File: src/rtl/spi_reg_pkg.sv
// ============================================================================
// Module : spi_reg_pkg
// Brief  : Shared constants and FSM state type for the SPI register peripheral.
// Rev    : 1.0  initial release
// ============================================================================
`default_nettype none

package spi_reg_pkg;

    localparam int ADDR_W     = 7;
    localparam int DATA_W     = 8;
    localparam int FRAME_BITS = 1 + ADDR_W + DATA_W;
    localparam int MAX_ADDR   = 4;
    localparam int NUM_REGS   = MAX_ADDR + 1;

    localparam int ADDR_EN_OUT_7_0  = 'h00;
    localparam int ADDR_EN_OUT_15_8 = 'h01;
    localparam int ADDR_EN_PWM_7_0  = 'h02;
    localparam int ADDR_EN_PWM_15_8 = 'h03;
    localparam int ADDR_PWM_DUTY    = 'h04;

    typedef enum logic [1:0] {
        ST_IDLE   = 2'd0,
        ST_RECV   = 2'd1,
        ST_COMMIT = 2'd2
    } spi_state_e;

endpackage : spi_reg_pkg

`default_nettype wire

File: src/rtl/spi_sync_edge.sv
// ============================================================================
// Module : spi_sync_edge
// Brief  : Multi-flop synchronizer with history flop and rise/fall detection.
// Rev    : 1.0  initial release
// ============================================================================
`default_nettype none

module spi_sync_edge #(
    parameter int   STAGES    = 2,
    parameter logic RESET_VAL = 1'b0
) (
    input  logic clk,
    input  logic rst_n,
    input  logic d_i,
    output logic level_o,
    output logic rise_o,
    output logic fall_o
);

    logic [STAGES-1:0] sync_q;
    logic              hist_q;
    logic [STAGES:0]   prime_q;

    // Edges stay masked until the chain holds only post-reset samples, so an
    // input already away from its idle level at reset release is not an edge.
    always_ff @(posedge clk or negedge rst_n) begin
        if (!rst_n) begin
            sync_q  <= {STAGES{RESET_VAL}};
            hist_q  <= RESET_VAL;
            prime_q <= '0;
        end else begin
            sync_q  <= {sync_q[STAGES-2:0], d_i};
            hist_q  <= sync_q[STAGES-1];
            prime_q <= {prime_q[STAGES-1:0], 1'b1};
        end
    end

    assign level_o = sync_q[STAGES-1];
    assign rise_o  = prime_q[STAGES] &  sync_q[STAGES-1] & ~hist_q;
    assign fall_o  = prime_q[STAGES] & ~sync_q[STAGES-1] &  hist_q;

endmodule : spi_sync_edge

`default_nettype wire

File: src/rtl/spi_reg_peripheral.sv
// ============================================================================
// Module : spi_reg_peripheral
// Brief  : SPI mode-0 write-only slave owning the PWM control register file.
// Rev    : 1.0  initial release
// ============================================================================
`default_nettype none

module spi_reg_peripheral
    import spi_reg_pkg::*;
#(
    parameter int SYNC_STAGES = 2
) (
    input  logic              clk,
    input  logic              rst_n,
    input  logic              sclk,
    input  logic              copi,
    input  logic              ncs,
    output logic [DATA_W-1:0] en_reg_out_7_0,
    output logic [DATA_W-1:0] en_reg_out_15_8,
    output logic [DATA_W-1:0] en_reg_pwm_7_0,
    output logic [DATA_W-1:0] en_reg_pwm_15_8,
    output logic [DATA_W-1:0] pwm_duty_cycle
);

    localparam int               CNT_W    = $clog2(FRAME_BITS + 2);
    localparam logic [CNT_W-1:0] CNT_FULL = CNT_W'(FRAME_BITS);
    localparam logic [CNT_W-1:0] CNT_SAT  = CNT_W'(FRAME_BITS + 1);

    logic sclk_lvl, sclk_rise, sclk_fall;
    logic copi_lvl, copi_rise, copi_fall;
    logic ncs_lvl,  ncs_rise,  ncs_fall;
    logic w_unused_sync;

    spi_sync_edge #(.STAGES(SYNC_STAGES), .RESET_VAL(1'b0)) u_sync_sclk (
        .clk(clk), .rst_n(rst_n), .d_i(sclk),
        .level_o(sclk_lvl), .rise_o(sclk_rise), .fall_o(sclk_fall)
    );

    spi_sync_edge #(.STAGES(SYNC_STAGES), .RESET_VAL(1'b0)) u_sync_copi (
        .clk(clk), .rst_n(rst_n), .d_i(copi),
        .level_o(copi_lvl), .rise_o(copi_rise), .fall_o(copi_fall)
    );

    spi_sync_edge #(.STAGES(SYNC_STAGES), .RESET_VAL(1'b1)) u_sync_ncs (
        .clk(clk), .rst_n(rst_n), .d_i(ncs),
        .level_o(ncs_lvl), .rise_o(ncs_rise), .fall_o(ncs_fall)
    );

    assign w_unused_sync = ^{sclk_lvl, sclk_fall, copi_rise, copi_fall, ncs_lvl};

    spi_state_e             state_q, state_d;
    logic [FRAME_BITS-1:0]  shift_q, shift_d;
    logic [CNT_W-1:0]       cnt_q,   cnt_d;
    logic [DATA_W-1:0]      regs_q [NUM_REGS];
    logic [DATA_W-1:0]      regs_d [NUM_REGS];

    logic [ADDR_W-1:0]      w_addr;
    logic [DATA_W-1:0]      w_data;
    logic                   w_frame_ok;

    assign w_addr     = shift_q[FRAME_BITS-2 -: ADDR_W];
    assign w_data     = shift_q[DATA_W-1:0];
    assign w_frame_ok = (cnt_q == CNT_FULL) && shift_q[FRAME_BITS-1]
                        && (w_addr <= ADDR_W'(MAX_ADDR));

    always_ff @(posedge clk or negedge rst_n) begin
        if (!rst_n) begin
            state_q <= ST_IDLE;
            shift_q <= '0;
            cnt_q   <= '0;
            for (int i = 0; i < NUM_REGS; i++) begin
                regs_q[i] <= '0;
            end
        end else begin
            state_q <= state_d;
            shift_q <= shift_d;
            cnt_q   <= cnt_d;
            regs_q  <= regs_d;
        end
    end

    // An SCLK rise coinciding with the nCS rise belongs to no frame and is dropped.
    always_comb begin
        state_d = state_q;
        shift_d = shift_q;
        cnt_d   = cnt_q;
        regs_d  = regs_q;
        unique case (state_q)
            ST_IDLE: begin
                if (ncs_fall) begin
                    state_d = ST_RECV;
                    shift_d = '0;
                    cnt_d   = '0;
                end
            end
            ST_RECV: begin
                if (ncs_rise) begin
                    state_d = ST_COMMIT;
                end else if (sclk_rise) begin
                    shift_d = {shift_q[FRAME_BITS-2:0], copi_lvl};
                    if (cnt_q != CNT_SAT) begin
                        cnt_d = cnt_q + CNT_W'(1);
                    end
                end
            end
            ST_COMMIT: begin
                for (int i = 0; i < NUM_REGS; i++) begin
                    if (w_frame_ok && (w_addr == ADDR_W'(i))) begin
                        regs_d[i] = w_data;
                    end
                end
                state_d = ST_IDLE;
            end
            default: state_d = ST_IDLE;
        endcase
    end

    assign en_reg_out_7_0  = regs_q[ADDR_EN_OUT_7_0];
    assign en_reg_out_15_8 = regs_q[ADDR_EN_OUT_15_8];
    assign en_reg_pwm_7_0  = regs_q[ADDR_EN_PWM_7_0];
    assign en_reg_pwm_15_8 = regs_q[ADDR_EN_PWM_15_8];
    assign pwm_duty_cycle  = regs_q[ADDR_PWM_DUTY];

endmodule : spi_reg_peripheral

`default_nettype wire

File: config.mk
export PLATFORM = sky130hd
export DESIGN_NAME = spi_reg_peripheral
export DESIGN_NICKNAME = d
export VERILOG_FILES = /design/src/rtl/spi_reg_pkg.sv /design/src/rtl/spi_sync_edge.sv /design/src/rtl/spi_reg_peripheral.sv
export SDC_FILE = /design/constraint.sdc
export NUM_CORES = 1
export LEC_CHECK = 0
export CORE_ASPECT_RATIO = 0.75
export CORE_MARGIN = 4
export CORE_UTILIZATION = 48
export DETAILED_ROUTE_END_ITERATION = 10
export PLACE_DENSITY_LB_ADDON = 0.2
export SYNTH_ARGS = -nofsm -noshare
export SYNTH_HDL_FRONTEND = slang
export SYNTH_SLANG_ARGS = --single-unit
export TNS_END_PERCENT = 1
File: constraint.sdc
create_clock -name clk -period 1.85 [get_ports clk]
set_input_delay 0.2775 -clock clk [delete_from_list [all_inputs] [get_ports clk]]
set_output_delay 0.2775 -clock clk [all_outputs]
set_load 0.05 [all_outputs]
### Yosys cells after proc, flatten, opt, wreduce, memory -nomap -nowiden

Cells that the tools add are included.

* register bits after elaboration: 77
* word-level logic and storage cells: 69
* bits of input ports: 5

* bitwise logic cells: 9
* equality and inequality tests: 13
* reductions and logical operators: 18
* add/sub/neg operators: 1
* multiplexer cells: 12
* $lt $le $gt $ge: 1

Operator list (number)
* $mux W16: 3
* $pmux W16 S2: 1
* $mux W5: 4
* $eq A7 B2 Y1 const B: 2
* $reduce_and A2 Y1: 6
* $ne A2 B2 Y1 const B: 5
* $pmux W5 S2: 1
* $eq A7 B1 Y1 const B: 1
* $eq A7 B3 Y1 const B: 1
* $le A7 B3 Y1 const B: 1
* $logic_and A1 B1 Y1: 7
* $logic_not A7 Y1: 1
* $and A1 B1 Y1: 6
* $add A5 B1 Y5 const B: 1
* $eq A5 B5 Y1 const B: 1
* $ne A5 B5 Y1 const B: 1
* $reduce_and A5 Y1: 1
* $mux W2: 2
* $pmux W2 S2: 1
* $reduce_and A4 Y1: 1
* $not A1 Y1: 3
* $eq A2 B1 Y1 const B: 1
* $eq A2 B2 Y1 const B: 1
* $logic_not A2 Y1: 1
* $reduce_bool A2 Y1: 1

### Longest topological paths before layout

Gate-level depths: netlist of the first run.

* depth in word-level cells: 5
* depth in mapped cells: 6
* gate-level depth less buffers: 6

### Modules after synthesis

A second synthesis of the first run with hierarchy kept.

* cell total of the unflattened synthesis: 224
* area, all modules: 3201.8 um^2

Modules (own cells, without submodules)
* spi_reg_peripheral: area an instance 2683.8 um^2, times used 1, cells each 197
* spi_sync_edge at u_sync_copi ...: area an instance 171.4 um^2, times used 2, cells each 9
* spi_sync_edge at u_sync_ncs: area an instance 175.2 um^2, times used 1, cells each 9

### Worst setup path after synthesis of the first run

OpenSTA, ideal clock, no wires.

* kind: register to register
* start: register shift_q[13]
* end: register regs_q (netlist bit pwm_duty_cycle[0])
* stages on the path, launching flop included: 4
* data arrival time: 1.799 ns
* setup slack: -0.074 ns
* buffers on the path: 0
* library setup time: 0.125 ns
* clock period less this slack: 1.924 ns
* cell sequence: dfrtp_1 -> or4_4 -> nor4_4 -> mux2_2

* cells in the longest elaborated chain, start to end: 4
* elaborated cells on any way between the ends: 5
* those cells by class: order compare: 1; eq/ne: 1; reduce/logical: 3

Ends and longest elaborated chain
* start, declared: RTL line spi_reg_peripheral.sv:52 `logic [FRAME_BITS-1:0] shift_q, shift_d;`
* start signal, assigned: RTL line spi_reg_peripheral.sv:76 `shift_q <= shift_d;`
* $le A7 B3 Y1: RTL line spi_reg_peripheral.sv:64 `&& (w_addr <= ADDR_W'(MAX_ADDR));`
* $logic_and A1 B1 Y1: RTL line spi_reg_peripheral.sv:64
* $logic_and A1 B1 Y1 (*): RTL line spi_reg_peripheral.sv:108 `if (w_frame_ok && (w_addr == ADDR_W'(i))) begin`
* $reduce_and A2 Y1 (no source line) (*)
* end signal, assigned: RTL line spi_reg_peripheral.sv:78 `regs_q <= regs_d;`
* end, declared: RTL line spi_reg_peripheral.sv:54 `logic [DATA_W-1:0] regs_q [NUM_REGS];`

Mark *: on every way between the ends. The rest lies on a longest branch, timed or not.
A chain may end at the register's enable or synchronous reset.

### Final worst setup path of the first run

* start: register shift_q[13]
* end: register regs_q (netlist bit en_reg_pwm_15_8[1])

Same word-level chain as after synthesis.

==> results of run 1 <==
## state kept, by name, summed over array words and instances (netlist names)
register / cells
u_sync_sclk.prime_q: 2
u_sync_ncs.hist_q: 1
en_reg_pwm_15_8: 8
u_sync_sclk.sync_q: 2
en_reg_pwm_7_0: 8
u_sync_sclk.hist_q: 1
u_sync_ncs.sync_q: 2
en_reg_out_15_8: 8
u_sync_ncs.prime_q: 1
state_q: 2
u_sync_copi.sync_q: 2
shift_q: 16
pwm_duty_cycle: 8
cnt_q: 5
en_reg_out_7_0: 8
## power groups by stage
| stage | clock, uW | combinational, uW | sequential, uW |
|---|---|---|---|
| 6_report | 1470 | 709 | 1880 |
| 3_5_place_dp | 0 | 700 | 1910 |
| 2_1_floorplan | 0 | 378 | 1890 |
| 3_3_place_gp | 0 | 679 | 1910 |
| 4_1_cts | 1500 | 706 | 1880 |
| 5_1_grt | 1590 | 780 | 1910 |
## repair_timing
| action | CTS | global route |
|---|---|---|
| gates resized for setup | 2 | 15 |
| hold buffers | 1 | 0 |
| buffers inserted | 1 | 1 |
| endpoints found under the hold margin | 27 | 0 |
| setup endpoints to repair | 40 | 68 |
| pin swaps | 3 | 4 |
## cells in the final DEF (no fill, tap or decap), types with 2 or more instances in the layout
cell type / count
bufinv_16: 3
mux2i_1: 18
dlymetal6s2s_1: 10
buf_4: 23
nand3_1: 4
buf_6: 2
mux2_1: 3
buf_12: 2
nand2_1: 23
dfrtp_1: 71
nand3_4: 3
nor4_4: 3
o211ai_1: 4
ha_1: 3
clkbuf_8: 9
clkbuf_1: 2
dfstp_2: 3
mux2_2: 37
nor3_1: 3
clkdlybuf4s50_1: 33
nor2_1: 2
inv_1: 20
nor2b_1: 3
## how the worst max path moves through the flow
stage                           start                  to  slack [ns]  cells after the start
after floorplan           shift_q[13]  en_reg_out_15_8[4]       -0.06                      4
after global placement    shift_q[13]  en_reg_out_15_8[4]       -0.13                      4
after detailed placement  shift_q[13]  en_reg_out_15_8[4]       -0.19                      4
after CTS                 shift_q[13]  en_reg_out_15_8[4]       -0.11                      4
after global routing      shift_q[13]  en_reg_pwm_15_8[3]       -0.23                      5
final                     shift_q[13]  en_reg_pwm_15_8[1]       -0.17                      5
## per-stage QoR
step	instances	total power (uW)
floorplan	221	2270
global placement	363	2590
detailed placement	363	2610
CTS	381	4090
global route	382	4280
finish	382	4050
## cell type report
class / count / area [um2]
inverter: 21 / 78.8
fill: 435 / 1910
timing repair buffer: 71 / 701
multi-input combinational: 122 / 1100
tap: 78 / 97.6
sequential: 74 / 1860
clock inverter: 5 / 104
clock buffer: 11 / 131
## critical path, delay by kind of cell, from the launching register on
kind	cells	cell delay (ns)
simple gates	3	1.02
flops	1	0.38
mux	1	0.31
buf+inv	1	0.18
## logic make-up (layout without fill, tap and decap cells)
kind of cell    after synthesis  count (layout)  share of synthesized area
simple gates                 48              48                      0.104
other cells                   1               1                    0.00124
flops                        74              74                      0.612
mux                          58              58                      0.208
fa+ha+maj                     3               3                     0.0124
compound gates               12              12                     0.0301
buf+inv                      25             108                     0.0318
## routing by layer
metal	wire length, um	global-route usage
met4	81	0.0546
met2	2800	0.258
met3	298	0.0617
met5	0	0
met1	3020	0.254
==> flow_summary.ini, run 1 <==
[yosys]
syn_inst = 221
netlist_top_cells_count = 71 x dfrtp_1, 37 x mux2_2, 23 x nand2_1
synth_area_per_cell_um2 = 13.7
synthDistinctLibCells = 34
synthFlopType = dfrtp_1
yosys_warnings = 0
yosysSeqAreaShare = 0.612
syn_nets = 229
synthArstFlopShare = 1.00
post-synth-top-area-cell = dfrtp_1
synth_area_um2 = 3030
synth.most_common_cell = dfrtp_1
synth-edff-count = 0
ys_ff_latch = 74
synth_top_area_frac = 0.586
yosys-top-cells-area = dfrtp_1 59%, mux2_2 14%, mux2i_1 5.9%, nand2_1 2.8%, dfstp_2 2.6%

[floorplanning]
fp.dieW_um = 99.8
core-area_um2 = 5980
initial_core_util = 0.507
die_y_um = 76.8
rows = 24
die-area_um2 = 7660
io_pins = 45

[grt]
grt_use_total = 0.179
globalRouteOverflowTotal = 0
antenna_found_initial = 0
grt_pass1_vias = 2078
grt_pass1_wl_um = 10500
grt_max_degree = 48

[worst_setup_path]
end_kind = flip-flop
timing.rr.start = shift_q[13]
slowest_delay_ns = 0.58
crit_arrival_ns = 2.24
critPathMaxFanout = 8
crit_required_ns = 2.07
cpMaxStageDelayCell = or4_4
r2r_cells = 5
setup.worst_path.class = flip-flop to flip-flop
rrSetupSlack_ns = -0.17
critical_path.startpoint_type = flip-flop
crit_chain = or4_4, nor4_4, buf_4, nand3_4, mux2_2
worstReg2RegEnd = en_reg_pwm_15_8[1]

[sta]
hold_violations = 0
setup_viol = 31
slew_headroom = 0.647
rsz0062_at_grt = yes
final_max_slew_viol_count = 0
worstMarginPinSlew_ns = 0.529
post-route-min-period_ns = 2.02
final.setup.worst_slack_ns = -0.166
holdWs_ns = 0.340
max_freq_ghz = 0.496
fin_setup_tns_ns = -2.65
fin_skew_ns = 0.00671
fin_crit_sh = 1.09

[power_and_ir_drop]
power_frac_comb = 0.175
switchingPower_uw = 1070
pwr_density_cell_nw_per_um2 = 996
p_leak_uw = 0.00207
p_clk_frac = 0.361
p_int_uw = 2980
switching_share = 0.265
seq_power_share = 0.464
ir_drop_v = 0.000619

[final_layout]
finalNetCount = 307
final_area_um2 = 4070
final_core_util = 0.681
area_growth_pct = 34.3
final_layout_size_suffix_gt1_frac = 0.306
antenna_cells = 0

[route]
vias = 1918
firstDrtPassIters = 5
wire_per_inst_um = 16.2
wirelength_um = 6200
drt_drc_violations_left = 0
final_antenna_net_count = 0
via_per_inst = 5.02
drt_iter0_markers = 126

[run_status]
outcome = complete, but fails checks
violations = negative setup slack

[worst_hold_path]
hold_start = ncs
min_path_type = input pin to flip-flop
hold_depth = 1
min_to = u_sync_ncs.sync_q[0]

[clock_tree]
numCtsBuffers = 9
cts_buffer_depth = 2
cts_tree = yes
insertion_delay_ns = 0.34
clockRootBuffer = clkbuf_8
clkTransAtPathRegs_ns = 0.07
cts_num_sinks = 74
htree_levels = 3

[placed_design]
gp_congestion = 0.758
dp_hpwl_um = 4160
placed_area_um2 = 3750
dp_slack_ns = -0.186
io_buffers = 44

[run]
drv_cap = 0
No activity file was read; power rests on OpenSTA's default activity.
==> run 2, diff against run 1 <==
- CORE_MARGIN: 4 -> not set
- PLACE_DENSITY: not set -> 0.75
- PLACE_DENSITY_LB_ADDON: 0.2 -> not set
==> run 2 against run 1 <==
Die area fell by 13%. Final area is 0.52% higher. Power down 1.2%. The flow still finishes with violations (negative setup slack). Global-route usage increased by 2.9 points. Clock skew rose by 0.0031 ns. Clock power decreased by 7%.
==> flow_summary.ini, run 2 (synthesized netlist as in run 1, its figures left out) <==
[grt]
grt_pass1_wl_um = 10100
globalRouteOverflowTotal = 0
grt_use_total = 0.208
grt_max_degree = 30
grt_pass1_vias = 1946
antenna_found_initial = 0

[sta]
holdWs_ns = 0.344
fin_setup_tns_ns = -1.05
hold_violations = 0
max_freq_ghz = 0.517
final_max_slew_viol_count = 0
rsz0062_at_grt = yes
final.setup.worst_slack_ns = -0.0852
post-route-min-period_ns = 1.94
setup_viol = 31
worstMarginPinSlew_ns = 0.507
fin_crit_sh = 1.05
fin_skew_ns = 0.00982
slew_headroom = 0.661

[worst_setup_path]
crit_arrival_ns = 2.16
crit_chain = or4_4, nor4_4, buf_4, nand3_4, mux2_4
critPathLaunch = shift_q[13]
critPathMaxFanout = 8
crit_family = simple AND/OR/NAND/NOR gates
worstReg2RegEnd = en_reg_out_15_8[4]
critPathCapture = en_reg_out_15_8[4]
cp.depth = 5
crit_required_ns = 2.08
setup.worst_path.class = flip-flop to flip-flop
cpMaxStageDelayCell = or4_4
r2r_cells = 5
critPathBufInv = 1
rrSetupSlack_ns = -0.09
end_kind = flip-flop
critical_path.startpoint_type = flip-flop
timing.rr.start = shift_q[13]
slowest_delay_ns = 0.59

[run_status]
violations = negative setup slack
outcome = complete, but fails checks

[final_layout]
final_area_um2 = 4090
mostFrequentLayoutCells = 71 x dfrtp_1, 41 x clkdlybuf4s50_1, 32 x mux2_2, 26 x buf_4, 23 x nand2_1
regMostFlops = shift_q
largest_reg_flops = 16
finalNetCount = 311
layout_commonest_cell = dfrtp_1
antenna_cells = 0
final_layout_size_suffix_gt1_frac = 0.331
area_growth_pct = 35.0
final_core_util = 0.688

[route]
final_antenna_net_count = 0
wirelength_um = 6110
drt_drc_violations_left = 0
drt_iter0_markers = 97
firstDrtPassIters = 4
wire_per_inst_um = 15.8
via_per_inst = 5.09
vias = 1966

[clock_tree]
numCtsBuffers = 9
cts_buffer_depth = 2
cts_tree = yes
clkTransAtPathRegs_ns = 0.08
insertion_delay_ns = 0.34
cts_num_sinks = 74
htree_levels = 3
clockRootBuffer = clkbuf_8

[placed_design]
dp_hpwl_um = 4110
placed_area_um2 = 3770
io_buffers = 44
gp_congestion = 0.769

[worst_hold_path]
min_path_type = input pin to flip-flop
hold_depth = 1

[power_and_ir_drop]
pwr_density_cell_nw_per_um2 = 979
ir_drop_v = 0.000620
p_total_uw = 4010
p_leak_uw = 0.00192

[floorplanning]
fp.dieW_um = 93.8
die-area_um2 = 6640
initial_core_util = 0.510
core-area_um2 = 5950
io_pins = 45
die_y_um = 70.8
rows = 24

[run]
drv_cap = 0
run 2: cell types whose count changed in the layout (fill, tap and decap cells not counted), moves of 2 or more:
| cell | change |
|---|---|
| mux2_4 | +6 |
| clkdlybuf4s50_1 | +8 |
| buf_6 | +2 |
| dlymetal6s2s_1 | -9 |
| buf_4 | +3 |
| mux2_2 | -5 |
run 2: cell type report:
type,instances,area (um2)
clock inverters,6,90.1
flip-flops and latches,74,1860
clock buffers,10,128
inverters,21,78.8
well taps,78,97.6
repair buffers,75,713
fillers,425,1850
multi-input cells,122,1130
run 2: how the worst min path moves through the flow:
stage                            endpoint  start  slack, ns
detailed placement               cnt_q[2]  rst_n       0.24
finish               u_sync_ncs.sync_q[0]    ncs       0.34
global route        u_sync_sclk.sync_q[0]   sclk       0.34
global placement                 cnt_q[0]  rst_n       0.24
CTS                  u_sync_ncs.sync_q[0]    ncs       0.33
floorplan                        cnt_q[0]  rst_n      -0.02
run 2: repair_timing:
action | in CTS | in global routing
setup endpoints to repair | 41 | 58
hold buffers | 1 | 0
pin swaps | 4 | 4
gates resized for setup | 2 | 16
buffers inserted | 2 | 1
endpoints found under the hold margin | 23 | 0
gates cloned | 0 | 0
run 2: power by group:
part / total (uW) / internal (uW) / switching, uW
Combinational: 757 / 377 / 381
Sequential: 1890 / 1740 / 144
Clock: 1360 / 764 / 598
run 2: metal layers:
metal | vias up | track usage | part of all wire
met2 | 45 | 0.304 | 0.46
met1 | 999 | 0.299 | 0.49
met4 | 0 | 0.0513 | 0.0064
met3 | 5 | 0.0710 | 0.046
met5 | - | 0 | 0
li1 | 917 | - | -
run 2: through the flow:
stage	setup slack [ns]	instances
5_1_grt	-0.137	386
2_1_floorplan	-0.0633	221
4_1_cts	-0.101	385
3_3_place_gp	-0.133	366
3_5_place_dp	-0.199	366
6_report	-0.0852	386
==> run 3, diff against run 2 <==
- CORE_UTILIZATION: 48 -> 50
- CTS_BUF_LIST: not set -> sky130_fd_sc_hd__clkbuf_8
- PLACE_DENSITY: 0.75 -> 0.77
- SETUP_SLACK_MARGIN: not set -> 0.15
==> run 3 against run 2 <==
The run still ends with negative setup slack left. Core utilization decreased by 1.4 points. Register-to-register slack got worse by 0.09 ns. Largest power group unchanged. Power shrank 8.3%. Die area shrank 3.9%. Sequential power about the same. Flip-flop and latch count did not move. Maximum frequency down 4.3%. Final area down 4.1%. Non-clock buffer count fell by 8. Clock-buffer cell count fell by 1.
==> flow_summary.ini, run 3 (synthesized netlist as in run 1, its figures left out) <==
[run_status]
outcome = complete, but fails checks
violations = negative setup slack

[sta]
post-route-min-period_ns = 2.02
slew_headroom = 0.651
max_freq_ghz = 0.495
fin_skew_ns = 0.0112
fin_crit_sh = 1.09
final_max_slew_viol_count = 0
hold_violations = 0
rsz0062_at_grt = yes
fin_setup_tns_ns = -4.02
worstMarginPinSlew_ns = 0.526
final.setup.worst_slack_ns = -0.172
setup_viol = 40

[placed_design]
io_buffers = 44
dp_slack_ns = -0.186
gp_congestion = 0.780
dp_hpwl_um = 4100

[final_layout]
final_layout_size_suffix_gt1_frac = 0.310
largest_reg_flops = 16
final_core_util = 0.674
finalNetCount = 303
area_growth_pct = 29.5
antenna_cells = 0
mostFrequentLayoutCells = 71 x dfrtp_1, 33 x mux2_2, 32 x dlygate4sd2_1, 23 x nand2_1, 21 x inv_1
regMostFlops = shift_q
layout_commonest_cell = dfrtp_1
fill_cells = 454

[run]
drv_cap = 0

[worst_hold_path]
hold_depth = 1
min_path_type = input pin to flip-flop
hold_start = ncs
min_to = u_sync_ncs.sync_q[0]

[floorplanning]
die_y_um = 69.4
fp.dieW_um = 91.9
initial_core_util = 0.520
die-area_um2 = 6380
rows = 24
io_pins = 45
core-area_um2 = 5830

[worst_setup_path]
r2r_cells = 5
worstReg2RegEnd = pwm_duty_cycle[5]
critPathLaunch = shift_q[13]
cpMaxStageDelayCell = or4_4
crit_chain = or4_4, buf_6, nor4_4, buf_4, mux2_2
setup.worst_path.class = flip-flop to flip-flop
critPathBufInv = 2
cp.depth = 5
crit_required_ns = 2.08
critical_path.startpoint_type = flip-flop
slowest_delay_ns = 0.60
critPathMaxFanout = 4
crit_family = simple AND/OR/NAND/NOR gates
end_kind = flip-flop
rrSetupSlack_ns = -0.17
crit_arrival_ns = 2.25
timing.rr.start = shift_q[13]

[route]
wirelength_um = 6210
firstDrtPassIters = 4
drt_iter0_markers = 88
wire_per_inst_um = 16.4
final_antenna_net_count = 0
drt_drc_violations_left = 0
via_per_inst = 5.11
vias = 1931

[clock_tree]
htree_levels = 3
insertion_delay_ns = 0.35
clkTransAtPathRegs_ns = 0.08
cts_tree = yes
cts_num_sinks = 74
numCtsBuffers = 9
clockRootBuffer = clkbuf_8
cts_buffer_depth = 2

[grt]
grt_use_total = 0.215
antenna_found_initial = 0
grt_pass1_wl_um = 10200
grt_pass1_vias = 2058
grt_max_degree = 41
globalRouteOverflowTotal = 0

[power_and_ir_drop]
ir_drop_v = 0.000710
power_frac_comb = 0.188
p_clk_frac = 0.297
pwr_density_cell_nw_per_um2 = 937
switchingPower_uw = 1120
p_leak_uw = 0.00203
p_int_uw = 2550
seq_power_share = 0.515
switching_share = 0.306
run 3: changes by cell type in the layout (fill, tap and decap cells not counted), moves of 2 or more:
cell / before / now
clkdlybuf4s50_1: 41 / 8
bufinv_16: 2 / 0
buf_4: 26 / 19
dlygate4sd2_1: 0 / 32
inv_1: 19 / 21
clkinvlp_4: 1 / 3
buf_6: 4 / 2
mux2_4: 6 / 4
run 3: cell type report:
cell class	count	area (um2)	share of cell area
Clock buffer	9	124	0.0316
Clock inverter	7	47.5	0.0121
Inverter	21	78.8	0.0201
Multi-Input combinational cell	122	1120	0.286
Sequential cell	74	1860	0.473
Tap cell	78	97.6	0.0249
Timing Repair Buffer	67	601	0.153
run 3: power by group through the flow:
stage	clock network, uW	registers [uW]	logic (uW)
6_report	1090	1890	691
5_1_grt	1160	1910	759
4_1_cts	1120	1880	666
3_5_place_dp	0	1910	661
3_3_place_gp	0	1910	629
2_1_floorplan	0	1890	378
run 3: per-stage QoR:
| stage | hold slack, ns | power (uW) | std cells | cell area [um2] |
|---|---|---|---|---|
| after global routing | 0.336 | 3830 | 378 | 3930 |
| after floorplan | -0.0181 | 2270 | 221 | 3030 |
| final | 0.329 | 3680 | 378 | 3930 |
| after detailed placement | 0.242 | 2570 | 360 | 3710 |
| after global placement | 0.239 | 2540 | 360 | 3710 |
| after CTS | 0.320 | 3670 | 377 | 3860 |
run 3: worst max-delay path by stage:
stage	slack, ns	endpoint
2_1_floorplan	-0.06	en_reg_out_15_8[4]
3_3_place_gp	-0.12	en_reg_out_15_8[4]
3_5_place_dp	-0.19	en_reg_out_15_8[4]
4_1_cts	-0.18	pwm_duty_cycle[5]
5_1_grt	-0.24	pwm_duty_cycle[5]
6_report	-0.17	pwm_duty_cycle[5]
run 3: what timing repair did:
action | 4_1_cts | 5_1_grt
hold buffers | 1 | 0
setup endpoints to repair | 88 | 67
buffers inserted | 0 | 1
resized for setup | 33 | 18
gates cloned | 0 | 0
hold endpoints to repair | 34 | 0
pin swaps | 3 | 6
run 3: per-layer routing:
metal / part of all wire / GRT usage / vias up
met2: 0.47 / 0.330 / 41
met5: 0 / 0 / -
li1: - / - / 906
met4: 0.010 / 0.0573 / 0
met1: 0.47 / 0.291 / 977
met3: 0.049 / 0.0800 / 7
==> RTL edit: new RTL, config.mk and constraints of run 3 <==
Set the package constant `DATA_W` to 32 (it was 8).
--- a/src/rtl/spi_reg_pkg.sv
+++ b/src/rtl/spi_reg_pkg.sv
@@ -8,7 +8,7 @@
 package spi_reg_pkg;
 
     localparam int ADDR_W     = 7;
-    localparam int DATA_W     = 8;
+    localparam int DATA_W     = 32;
     localparam int FRAME_BITS = 1 + ADDR_W + DATA_W;
     localparam int MAX_ADDR   = 4;
     localparam int NUM_REGS   = MAX_ADDR + 1;
Ports: changed (5 resized); port bits go from 45 to 165. No check against the original RTL was run, so the function may have changed too.
==> RTL edit against run 3 <==
The flow still finishes with violations (setup timing). Non-clock buffer count increased by 132. Sequential cell count up 145. Wire length rose to 3.2 times the old value. Synthesized area rose to 2.9 times the old value. Combinational power is 16% lower. Fmax shrank 2.7%. Sequential share of layout area up 0.44 points. Via count grew to 2.8 times the old value. Worst setup slack got worse by 0.056 ns. Final area rose to 2.9 times the old value. Die area grew to 2.9 times the old value. Utilization decreased by 0.30 points. Total power increased to 2.5 times the old value. Critical endpoint is now en_reg_out_7_0[4]. Largest cell class unchanged.
==> RTL edit: results (changes against run 3) <==
The run finished, with violations left. The checks that failed: setup timing. Ranked by total cell area, the synthesized netlist is headed by dfrtp_1 (61%), mux2_2 (12%), mux2_4 (10%). For the global placer's final weighted congestion, the log shows 0.755 (-3.2%). The critical path's slowest cell is dfrtp_1. The wire length on met3 is 1.21 mm (+300%), and the synthesized netlist net count is 585 (+160%). The logs give 9.41 mm (+220%) for the met1 routed wirelength after detailed routing and 2.45 ns (+0.20 ns) for the endpoint arrival time on the critical path. The setup total negative slack is -24.33 ns (-20.30 ns), and the maximum buffer depth of the clock tree is 3 (+1).

The tools report the clock network power share as 0.400 (+0.103). Post-place instance area: 10900 um2 (+190%). The minimum setup slack in the final design was -0.228 ns (-0.0560 ns); the total wire length was 19.6 mm (+220%).

The later-pin clock latency in the skew report is 0.49 ns (+0.14 ns). The logs give -0.183 ns (+0.00307 ns) for the setup slack after placement and 160 (+300%) for the final setup violation count. Mean cell area of the mapped netlist: 15.5 um2 (+13%).

The part of the Yosys area used for sequential elements was 0.615 (+0.00285); the number of inserted filler cells in the final layout was 1230 (+170%). The peak fanout along the critical path is 11 (+7), and the total number of H-tree levels is 2 (-1). The flip-flop count of the largest register, all copies and words added is 40 (+24), and the peak supply drop is 447 uV (-37%). The final-stage net count is 797 (+160%), and the routed via count divided by cell count is 5.11 (about the same). The peak per-stage delay on the critical path is 0.40 ns (-0.20 ns), and the headroom to the max-slew limit is 0.633 (-0.0177). The detailed placement HPWL is 12.9 mm (+210%), and the post-placement cell count is 984 (+170%).

The global-route wire length before repair is 32.2 mm (+210%), and the fraction of final layout cells with drive strength greater than 1 is 0.361 (+0.0515). The run gives 189 (+110%) as the DRC marker count from the first detailed-route iteration.
RTL edit: cell types whose count changed after synthesis, sizes merged, moves of 7 or more:
cell / run 3 / this run
nand3: 7 / 0
buf: 1 / 20
inv: 21 / 43
mux2i: 18 / 42
nand2: 24 / 48
mux2: 40 / 160
dfrtp: 71 / 216
RTL edit: area by class of cell:
class,instances,area (um2),share of cell area
multi-input combinational,291,3130,0.272
clock buffer,40,551,0.0479
sequential,219,5480,0.477
clock inverter,13,50.0,0.00435
tap,236,295,0.0257
timing repair buffer,199,1820,0.159
inverter,43,161,0.0140
RTL edit: logic make-up after synthesis:
logic type,count (synthesis),synth area share
simple gates,72,0.0526
other cells,1,0.000421
fa+ha+maj,3,0.00421
mux,202,0.275
compound gates,13,0.0104
buf+inv,67,0.0427
flops,219,0.615
RTL edit: worst paths after layout:
path,startpoint,endpoint,slack [ns],cells past startpoint
max in group asynchronous,rst_n,en_reg_out_15_8[0],0.88,3
max reg2reg,cnt_q[0],en_reg_out_7_0[4],-0.23,7
min reg2reg,u_sync_sclk.sync_q[0],u_sync_sclk.sync_q[1],0.35,0
min,ncs,u_sync_ncs.sync_q[0],0.20,1
min in group asynchronous,rst_n,shift_q[6],0.28,2
max,cnt_q[0],en_reg_out_7_0[4],-0.23,7
RTL edit: routing by layer:
layer | track usage | vias up
met5 | 0 | -
met4 | 0.0533 | 0
met3 | 0.0589 | 19
met2 | 0.336 | 161
met1 | 0.325 | 2744
li1 | - | 2398
RTL edit: repair_timing:
item	4_1_cts	5_1_grt
cloned	1	0
pin swaps	5	0
hold endpoints to repair	35	0
buffers inserted	2	0
hold buffers	1	0
setup endpoints to repair	327	295
resized for setup	191	116
